File: src/rtl/seg_scan_pkg.sv
// Shared segment-code table and decode result type for the 7-segment scan receiver.
package seg_scan_pkg;

  localparam logic [6:0] SEG_0     = 7'h3f;
  localparam logic [6:0] SEG_1     = 7'h06;
  localparam logic [6:0] SEG_2     = 7'h5b;
  localparam logic [6:0] SEG_3     = 7'h4f;
  localparam logic [6:0] SEG_4     = 7'h66;
  localparam logic [6:0] SEG_5     = 7'h6d;
  localparam logic [6:0] SEG_6     = 7'h7d;
  localparam logic [6:0] SEG_7     = 7'h07;
  localparam logic [6:0] SEG_8     = 7'h7f;
  localparam logic [6:0] SEG_9     = 7'h6f;
  localparam logic [6:0] SEG_BLANK = 7'h00;

  localparam logic [3:0] BCD_BLANK = 4'hF;

  typedef struct packed {
    logic       valid;
    logic [3:0] value;
  } seg_dec_t;

endpackage

File: src/rtl/seg7_to_bcd.sv
// Combinational 7-segment pattern to BCD decoder; unknown patterns flag valid=0.
module seg7_to_bcd
  import seg_scan_pkg::*;
(
  input  logic [6:0] seg_i,
  output seg_dec_t   dec_o
);

  always_comb begin
    dec_o.valid = 1'b1;
    dec_o.value = 4'h0;
    unique case (seg_i)
      SEG_0:     dec_o.value = 4'd0;
      SEG_1:     dec_o.value = 4'd1;
      SEG_2:     dec_o.value = 4'd2;
      SEG_3:     dec_o.value = 4'd3;
      SEG_4:     dec_o.value = 4'd4;
      SEG_5:     dec_o.value = 4'd5;
      SEG_6:     dec_o.value = 4'd6;
      SEG_7:     dec_o.value = 4'd7;
      SEG_8:     dec_o.value = 4'd8;
      SEG_9:     dec_o.value = 4'd9;
      SEG_BLANK: dec_o.value = BCD_BLANK;
      default:   dec_o.valid = 1'b0;
    endcase
  end

endmodule

File: src/rtl/seg_scan_decoder.sv
// Recovers debounced BCD digits from a multiplexed 7-segment bus.
// Optional decimal-point capture is enabled by defining SEG_SCAN_DP_EN.
module seg_scan_decoder
  import seg_scan_pkg::*;
#(
  parameter int unsigned NUM_DIGITS = 4,
  parameter int unsigned STABLE_CNT = 3
) (
  input  logic                    clk_i,
  input  logic                    rst_i,
  input  logic                    sample_en_i,
  input  logic [6:0]              seg_i,
  input  logic [NUM_DIGITS-1:0]   dig_sel_i,
  input  logic                    err_clr_i,
`ifdef SEG_SCAN_DP_EN
  input  logic                    seg_dp_i,
  output logic [NUM_DIGITS-1:0]   dp_out_o,
`endif
  output logic [4*NUM_DIGITS-1:0] digits_o,
  output logic [NUM_DIGITS-1:0]   digit_valid_o,
  output logic                    update_o,
  output logic [NUM_DIGITS-1:0]   code_err_o,
  output logic                    sel_err_o
);

  localparam int unsigned CntW = $clog2(STABLE_CNT + 1);
  localparam logic [CntW-1:0] CntMax = CntW'(STABLE_CNT);
`ifdef SEG_SCAN_DP_EN
  localparam int unsigned KeyW = 5;
`else
  localparam int unsigned KeyW = 4;
`endif

  seg_dec_t dec;
  seg7_to_bcd u_dec (
    .seg_i (seg_i),
    .dec_o (dec)
  );

  // Key is what stability and commit compare: BCD value, plus dp when observed.
  logic [KeyW-1:0] key;
`ifdef SEG_SCAN_DP_EN
  assign key = {seg_dp_i, dec.value};
`else
  assign key = dec.value;
`endif

  logic [NUM_DIGITS-1:0] sel_m1;
  logic                  sel_onehot;
  assign sel_m1     = dig_sel_i - NUM_DIGITS'(1);
  assign sel_onehot = (dig_sel_i != '0) && ((dig_sel_i & sel_m1) == '0);

  logic [KeyW-1:0]       cand_q [NUM_DIGITS];
  logic [KeyW-1:0]       cand_d [NUM_DIGITS];
  logic [CntW-1:0]       cnt_q  [NUM_DIGITS];
  logic [CntW-1:0]       cnt_d  [NUM_DIGITS];
  logic [KeyW-1:0]       com_q  [NUM_DIGITS];
  logic [KeyW-1:0]       com_d  [NUM_DIGITS];
  logic [NUM_DIGITS-1:0] valid_q, valid_d;
  logic [NUM_DIGITS-1:0] code_err_q, code_err_d;
  logic                  sel_err_q, sel_err_d;
  logic                  update_q, update_d;
  logic [CntW-1:0]       new_cnt;

  always_comb begin
    cand_d     = cand_q;
    cnt_d      = cnt_q;
    com_d      = com_q;
    valid_d    = valid_q;
    update_d   = 1'b0;
    new_cnt    = '0;
    // Clear first so that an error detected this cycle overrides err_clr.
    code_err_d = err_clr_i ? '0 : code_err_q;
    sel_err_d  = err_clr_i ? 1'b0 : sel_err_q;
    if (sample_en_i) begin
      if (!sel_onehot) begin
        sel_err_d = 1'b1;
      end else begin
        for (int i = 0; i < NUM_DIGITS; i++) begin
          if (dig_sel_i[i]) begin
            if (!dec.valid) begin
              cnt_d[i]      = '0;
              code_err_d[i] = 1'b1;
            end else begin
              if (key == cand_q[i] && cnt_q[i] != '0) begin
                new_cnt = (cnt_q[i] == CntMax) ? CntMax : cnt_q[i] + CntW'(1);
              end else begin
                new_cnt = CntW'(1);
              end
              cand_d[i] = key;
              cnt_d[i]  = new_cnt;
              if (new_cnt == CntMax) begin
                update_d   = !valid_q[i] || (com_q[i] != key);
                com_d[i]   = key;
                valid_d[i] = 1'b1;
              end
            end
          end
        end
      end
    end
  end

  always_ff @(posedge clk_i or posedge rst_i) begin
    if (rst_i) begin
      for (int i = 0; i < NUM_DIGITS; i++) begin
        cand_q[i] <= '0;
        cnt_q[i]  <= '0;
        com_q[i]  <= '0;
      end
      valid_q    <= '0;
      code_err_q <= '0;
      sel_err_q  <= 1'b0;
      update_q   <= 1'b0;
    end else begin
      cand_q     <= cand_d;
      cnt_q      <= cnt_d;
      com_q      <= com_d;
      valid_q    <= valid_d;
      code_err_q <= code_err_d;
      sel_err_q  <= sel_err_d;
      update_q   <= update_d;
    end
  end

  always_comb begin
    digits_o = '0;
`ifdef SEG_SCAN_DP_EN
    dp_out_o = '0;
`endif
    for (int i = 0; i < NUM_DIGITS; i++) begin
      digits_o[i*4 +: 4] = com_q[i][3:0];
`ifdef SEG_SCAN_DP_EN
      dp_out_o[i] = com_q[i][4];
`endif
    end
  end

  assign digit_valid_o = valid_q;
  assign update_o      = update_q;
  assign code_err_o    = code_err_q;
  assign sel_err_o     = sel_err_q;

endmodule
File: config.mk
export PLATFORM = sky130hd
export DESIGN_NAME = seg_scan_decoder
export DESIGN_NICKNAME = d
export VERILOG_FILES = /design/src/rtl/seg_scan_pkg.sv /design/src/rtl/seg7_to_bcd.sv /design/src/rtl/seg_scan_decoder.sv
export SDC_FILE = /design/constraint.sdc
export NUM_CORES = 1
export LEC_CHECK = 0
export ABC_CLOCK_PERIOD_IN_PS = 5200
export CAP_MARGIN = 20
export CORE_ASPECT_RATIO = 0.8
export CORE_MARGIN = 4
export CORE_UTILIZATION = 38
export CTS_CLUSTER_SIZE = 12
export DETAILED_ROUTE_END_ITERATION = 10
export PLACE_DENSITY = 0.56
export SYNTH_ARGS = -nofsm -noshare
export SYNTH_HDL_FRONTEND = slang
export SYNTH_SLANG_ARGS = --single-unit
File: constraint.sdc
create_clock -name clk_i -period 5.2 [get_ports clk_i]
set_clock_uncertainty 0.15 [all_clocks]
set_input_delay 0.52 -clock clk_i [delete_from_list [all_inputs] [get_ports clk_i]]
set_output_delay 0.52 -clock clk_i [all_outputs]
set_load 0.02 [all_outputs]
Yosys cells after proc, flatten, opt, wreduce, memory -nomap -nowiden
Cells that the tools add are included.
Word-level totals
  flip-flop bits (word level): 50
  logic and storage cells: 142
  output and inout bits: 26
Cells by class
  eq/ne operators: 26
  muxes and demuxes: 58
  add/subtract/negate cells: 5
  reductions and logical operators: 33
  bitwise logic cells: 1
Operator list (count)
  2-to-1 mux 2 bit: 28
  == test 7 bit (second input constant): 7
  case mux 4 bit (10 select lines): 1
  2-to-1 mux 1 bit: 26
  AND reduction 5 bit: 4
  == test 2 bit (second input constant): 8
  == test 4 bit: 4
  inequality test 4 bit: 4
  AND reduction 4 bit: 4
  == test 7 x 3 -> 1 bit (second input constant): 2
  2-to-1 mux 4 bit: 3
  AND reduction 3 bit: 4
  OR reduction 11 bit: 1
  adder 2 x 1 -> 2 bit (second input constant): 4
  nonzero test 2 bit: 4
  == test 7 x 6 -> 1 bit (second input constant): 1
  zero test 7 bit: 1
  logical AND 1 bit: 5
  bitwise AND 4 bit: 1
  zero test 1 bit: 4
  zero test 4 bit: 1
  logical OR 1 bit: 4
  nonzero test 4 bit: 1
  subtractor 4 x 1 -> 4 bit (second input constant): 1

Longest topological paths before layout
  word-level depth: 24
  depth in mapped cells: 10

Cells and area by module
A second synthesis with hierarchy kept.
Unflattened totals
  cells, all modules: 253
  area total of the unflattened synthesis: 2695.1 µm²
Modules (own cells, without submodules)
  seg_scan_decoder: sequential area each 1251.2 µm², instances 1, cells an instance 221, area each 2499.9 µm²
  seg7_to_bcd: sequential area each 0.0 µm², instances 1, cells an instance 32, area each 195.2 µm²

Worst setup path after synthesis
No wires, ideal clock.
  path kind: input port to flip-flop
  start: input port seg_i[4]
  end: register update_q, in the netlist update_o
  cell stages on the path: 8
  setup time: 0.126 ns
  path slack: 2.302 ns
  data arrival time: 2.622 ns
  cell sequence: nor4_2 > o21ai_1 > o211a_1 > buf_2 > xnor2_1 > nor4_2 > or4b_1 > o311a_1
On the way
  cells in the longest elaborated chain, start to end: 24
  elaborated cells on any way between the ends: 68
Ends and longest elaborated chain
  start, declared: line seg_scan_decoder.sv:12  | input logic [6:0] seg_i,
  == test 7 bit, or another cell as far along: line seg7_to_bcd.sv:12  | unique case (seg_i)
  case mux 4 bit (10 select lines): line seg7_to_bcd.sv:12
  == test 4 bit: line seg_scan_decoder.sv:85  | if (key == cand_q[i] && cnt_q[i] != '0) begin
  logical AND 1 bit: line seg_scan_decoder.sv:85
  2-to-1 mux 2 bit: line seg_scan_decoder.sv:85
  2-to-1 mux 2 bit: line seg_scan_decoder.sv:81  | if (!dec.valid) begin
  2-to-1 mux 2 bit: line seg_scan_decoder.sv:80  | if (dig_sel_i[i]) begin
  2-to-1 mux 2 bit: line seg_scan_decoder.sv:76  | if (!sel_onehot) begin
  [9 not listed]
  2-to-1 mux 1 bit: line seg_scan_decoder.sv:81
  2-to-1 mux 1 bit: line seg_scan_decoder.sv:80
  2-to-1 mux 1 bit: line seg_scan_decoder.sv:92  | if (new_cnt == CntMax) begin
  2-to-1 mux 1 bit: line seg_scan_decoder.sv:81
  2-to-1 mux 1 bit *: line seg_scan_decoder.sv:80
  2-to-1 mux 1 bit *: line seg_scan_decoder.sv:76
  2-to-1 mux 1 bit *: line seg_scan_decoder.sv:75  | if (sample_en_i) begin
  named net update_d: line seg_scan_decoder.sv:62  | logic update_q, update_d;
  end signal, assigned: line seg_scan_decoder.sv:122  | update_q <= update_d;
  end, declared: line seg_scan_decoder.sv:62
The timed path passes the listed nets; every way through them passes the cells marked *. The select of a mux whose other input is x is not followed.
A chain may end at the register's enable or synchronous reset.

Final worst setup path
  start: input port seg_i[5]
  end: register update_q, in the netlist update_o
Same word-level chain as after synthesis.

==> flow_summary.json <==
{
  "seq_power_share_pct": 50.6,
  "coreArea_um2": 6930,
  "synth_compound_area_share_pct": 16.8,
  "grt_use_total_pct": 15.4,
  "yosysUniqueCellTypes": 53,
  "clk_pin_slew_worst_paths_ns": 0.09,
  "cts.repair.resized": 0,
  "startpoint_type": "input port",
  "max_cap_viol_count": 0,
  "hpwl_um": 4550,
  "status": "finished, final reports clean",
  "wl_per_cell_um": 15.8,
  "dp_slack_ns": 1.13,
  "period_share_pct": 72.8,
  "cts.path.max_buffers": 2,
  "grt_pass1_wl_um": 10500,
  "crit_arrival_ns": 3.82,
  "slew_violations": 0,
  "initial_utilization_pct": 39.3,
  "yosysTopAreaCell": "dfrtp_1",
  "power_density_nw_per_um2": 280,
  "area_growth_pct": 21.8,
  "synth.top_cell.area_share_pct": 46.0,
  "crit_start": "seg_i[5]",
  "intPower_w": 0.000661,
  "cp-end-kind": "flop",
  "ir_worst_vdd_v": 0.000125,
  "grt_pass1_vias": 1989,
  "drc": 0,
  "worst_slew_pin_slew_ns": 0.758,
  "vias": 2052,
  "netlist_area_um2": 2720,
  "cp-endpoint": "update_o$_DFF_PP0_",
  "synth-seq-cells": 50,
  "grt_max_degree": 32,
  "max_slew_margin_pct": 49.5,
  "combPwrFrac_pct": 20.9,
  "crit_required_ns": 5.23,
  "grt_overflow_total": 0,
  "netSwitchingPower_w": 0.000266,
  "rr_worst_depth": 5,
  "synth_top_family_by_area": "simple AND/OR/NAND/NOR gates",
  "yosys_warnings": 0,
  "antenna_found_initial": 0,
  "wirelength_um": 6410,
  "post_cts_buffers": 0,
  "rows": 27,
  "setup_viol": 0,
  "hp-class": "reg2reg",
  "cts_num_sinks": 50,
  "synthTopCellsByArea": "dfrtp_1 46%, xnor2_1 9.3%, a21oi_1 5.1%",
  "final_nets": 333,
  "die_y_um": 83.7,
  "p_leak_nw": 1.47,
  "finalHoldViolations": 0,
  "n_antenna_cell": 0,
  "clock-root-buffer": "clkbuf_8",
  "gp_congestion": 0.832,
  "r2r_slack_ns": 2.93,
  "viasPerCell": 5.05,
  "io_pins": 41,
  "crit_type": "in2reg",
  "h-tree-depth": 2,
  "max_freq_ghz": 0.264,
  "synth_edf_count": 0,
  "synthXorXnorAreaFrac_pct": 10.3,
  "synth-adder-area-share_pct": 0,
  "die_w_um": 103,
  "first_pass_iters": 4,
  "cts_tree": "done",
  "synth-async-reset-ratio_pct": 100,
  "rr_endpoint": "digits_o[14]$_DFFE_PP0P_",
  "synth.area.mux_share_pct": 3.45,
  "dr.first_iter.drc_count": 89,
  "die_area_um2": 8590,
  "rsz0062_at_grt": "false",
  "synth_cells": 281,
  "drive_above_1_share_pct": 8.46,
  "numPortBuffers": 40,
  "avgSynthCellArea_um2": 9.69,
  "ant_nets": 0,
  "pwr-share-clk_pct": 28.5,
  "ys_seq_area_share_pct": 46.0,
  "clock_latency_ns": 0.30,
  "synth_ff_type": "dfrtp_1",
  "setup_tns_ns": 0,
  "final.setup.worst_slack_ns": 1.42,
  "hold_buffers": 0,
  "rr_startpoint": "cand_q[0]$_DFFE_PP0P_",
  "period_minus_slack_ns": 3.78,
  "swShare_pct": 28.7,
  "cp_max_fo": 16,
  "syn_nets": 296,
  "cts_buffers": 5,
  "synth-simple-area-share_pct": 17.6
}
-- synth_stat cells, types with 4 or more instances --
cell type / number
a31oi_1: 5
mux2i_1: 6
nand3_1: 6
buf_2: 4
inv_1: 22
xnor2_1: 29
nor2_1: 18
nor2b_1: 5
clkbuf_1: 7
a22o_1: 4
o22ai_1: 8
a21oi_1: 28
dfrtp_1: 50
nor4_1: 6
o21ai_0: 6
nand2_1: 18
-- stage by stage --
stage / power, W / hold WS [ns] / std cells / instance area (µm²) / util [%]
6_report: 0.000927 / 0.355 / 406 / 3320 / 47.9
5_1_grt: 0.000981 / 0.373 / 406 / 3320 / 47.9
4_1_cts: 0.000941 / 0.361 / 406 / 3320 / 47.9
3_5_place_dp: 0.000672 / 0.334 / 398 / 3210 / 46.3
3_3_place_gp: 0.000667 / 0.328 / 397 / 3190 / 46.0
2_1_floorplan: 0.000613 / 0.313 / 281 / 2720 / -
-- how the worst min path moves through the flow --
stage / slack [ns] / end / cells after the start / startpoint
6_report: 0.36 / digit_valid_o[2]$_DFFE_PP0P_ / 1 / digit_valid_o[2]$_DFFE_PP0P_
5_1_grt: 0.37 / digit_valid_o[3]$_DFFE_PP0P_ / 1 / digit_valid_o[3]$_DFFE_PP0P_
3_5_place_dp: 0.33 / digit_valid_o[3]$_DFFE_PP0P_ / 1 / digit_valid_o[3]$_DFFE_PP0P_
2_1_floorplan: 0.31 / cnt_q[2]$_DFFE_PP0P_ / 2 / cnt_q[2]$_DFFE_PP0P_
4_1_cts: 0.36 / digit_valid_o[3]$_DFFE_PP0P_ / 1 / digit_valid_o[3]$_DFFE_PP0P_
3_3_place_gp: 0.33 / digit_valid_o[3]$_DFFE_PP0P_ / 1 / digit_valid_o[3]$_DFFE_PP0P_
-- sequential cells by signal, summed over array words and instances, names as in the netlist --
register / flops
update_o: 1
digits_o: 16
cand_q: 16
digit_valid_o: 4
sel_err_o: 1
code_err_o: 4
cnt_q: 8
-- cell families (layout without fill, tap and decap cells) --
family                    after synthesis  count (layout)
DFF                                    50              50
muxes                                   9               9
AOI/OAI and AO/OA                      69              69
xor gates and xnor gates               32              32
and+or+nand+nor                        84              84
buffers and inverters                  37              75
-- power by group through the flow --
stage	clock, W	combinational (W)	sequential, W
global placement	0	0.000190	0.000477
global route	0.000287	0.000219	0.000475
finish	0.000264	0.000194	0.000469
floorplan	0	0.000135	0.000479
CTS	0.000275	0.000196	0.000470
detailed placement	0	0.000195	0.000477
-- area by class of cell --
cell class                 instances  area [µm²]
sequential                        50        1250
timing repair buffer              45         450
clock buffer                       8         110
multi-input combinational        194        1310
inverter                          22        82.6
tap                               87         109
fill                             643        3610
-- metal layers --
layer	wire, µm	vias up	global-route usage [%]
li1	-	1053	-
met1	3520	960	25.2
met2	2610	37	20.5
met3	249	2	3.51
met4	23	0	2.15
met5	0	-	0
-- placed cells by master (no fill, tap or decap), types with 3 or more instances in the layout --
cell type	netlist	layout
clkbuf_8	0	8
clkdlybuf4s50_1	0	40
a31oi_1	5	5
a22o_1	4	4
dfrtp_1	50	50
nor3_1	3	3
xor2_1	3	3
nand2b_1	3	3
nor2b_1	5	5
nand3_1	6	6
nand2_1	18	18
buf_4	2	4
mux2_2	3	3
o22ai_1	8	8
o21ai_0	6	6
nor4_1	6	6
mux2i_1	6	6
nand3b_1	3	3
nor2_1	18	18
a21oi_1	28	28
inv_1	22	21
xnor2_1	29	29
o211a_1	3	3
-- worst max-delay path, cell delays in order --
cell and delay (ns):
clkdlybuf4s50_1 0.65, nor4_2 0.56, o21ai_1 0.19, o211a_1 0.42, xnor2_1 0.25, nor4_2 0.58, or4b_1 0.51, o311a_1 0.14
No activity file was read; power rests on OpenSTA's default activity.
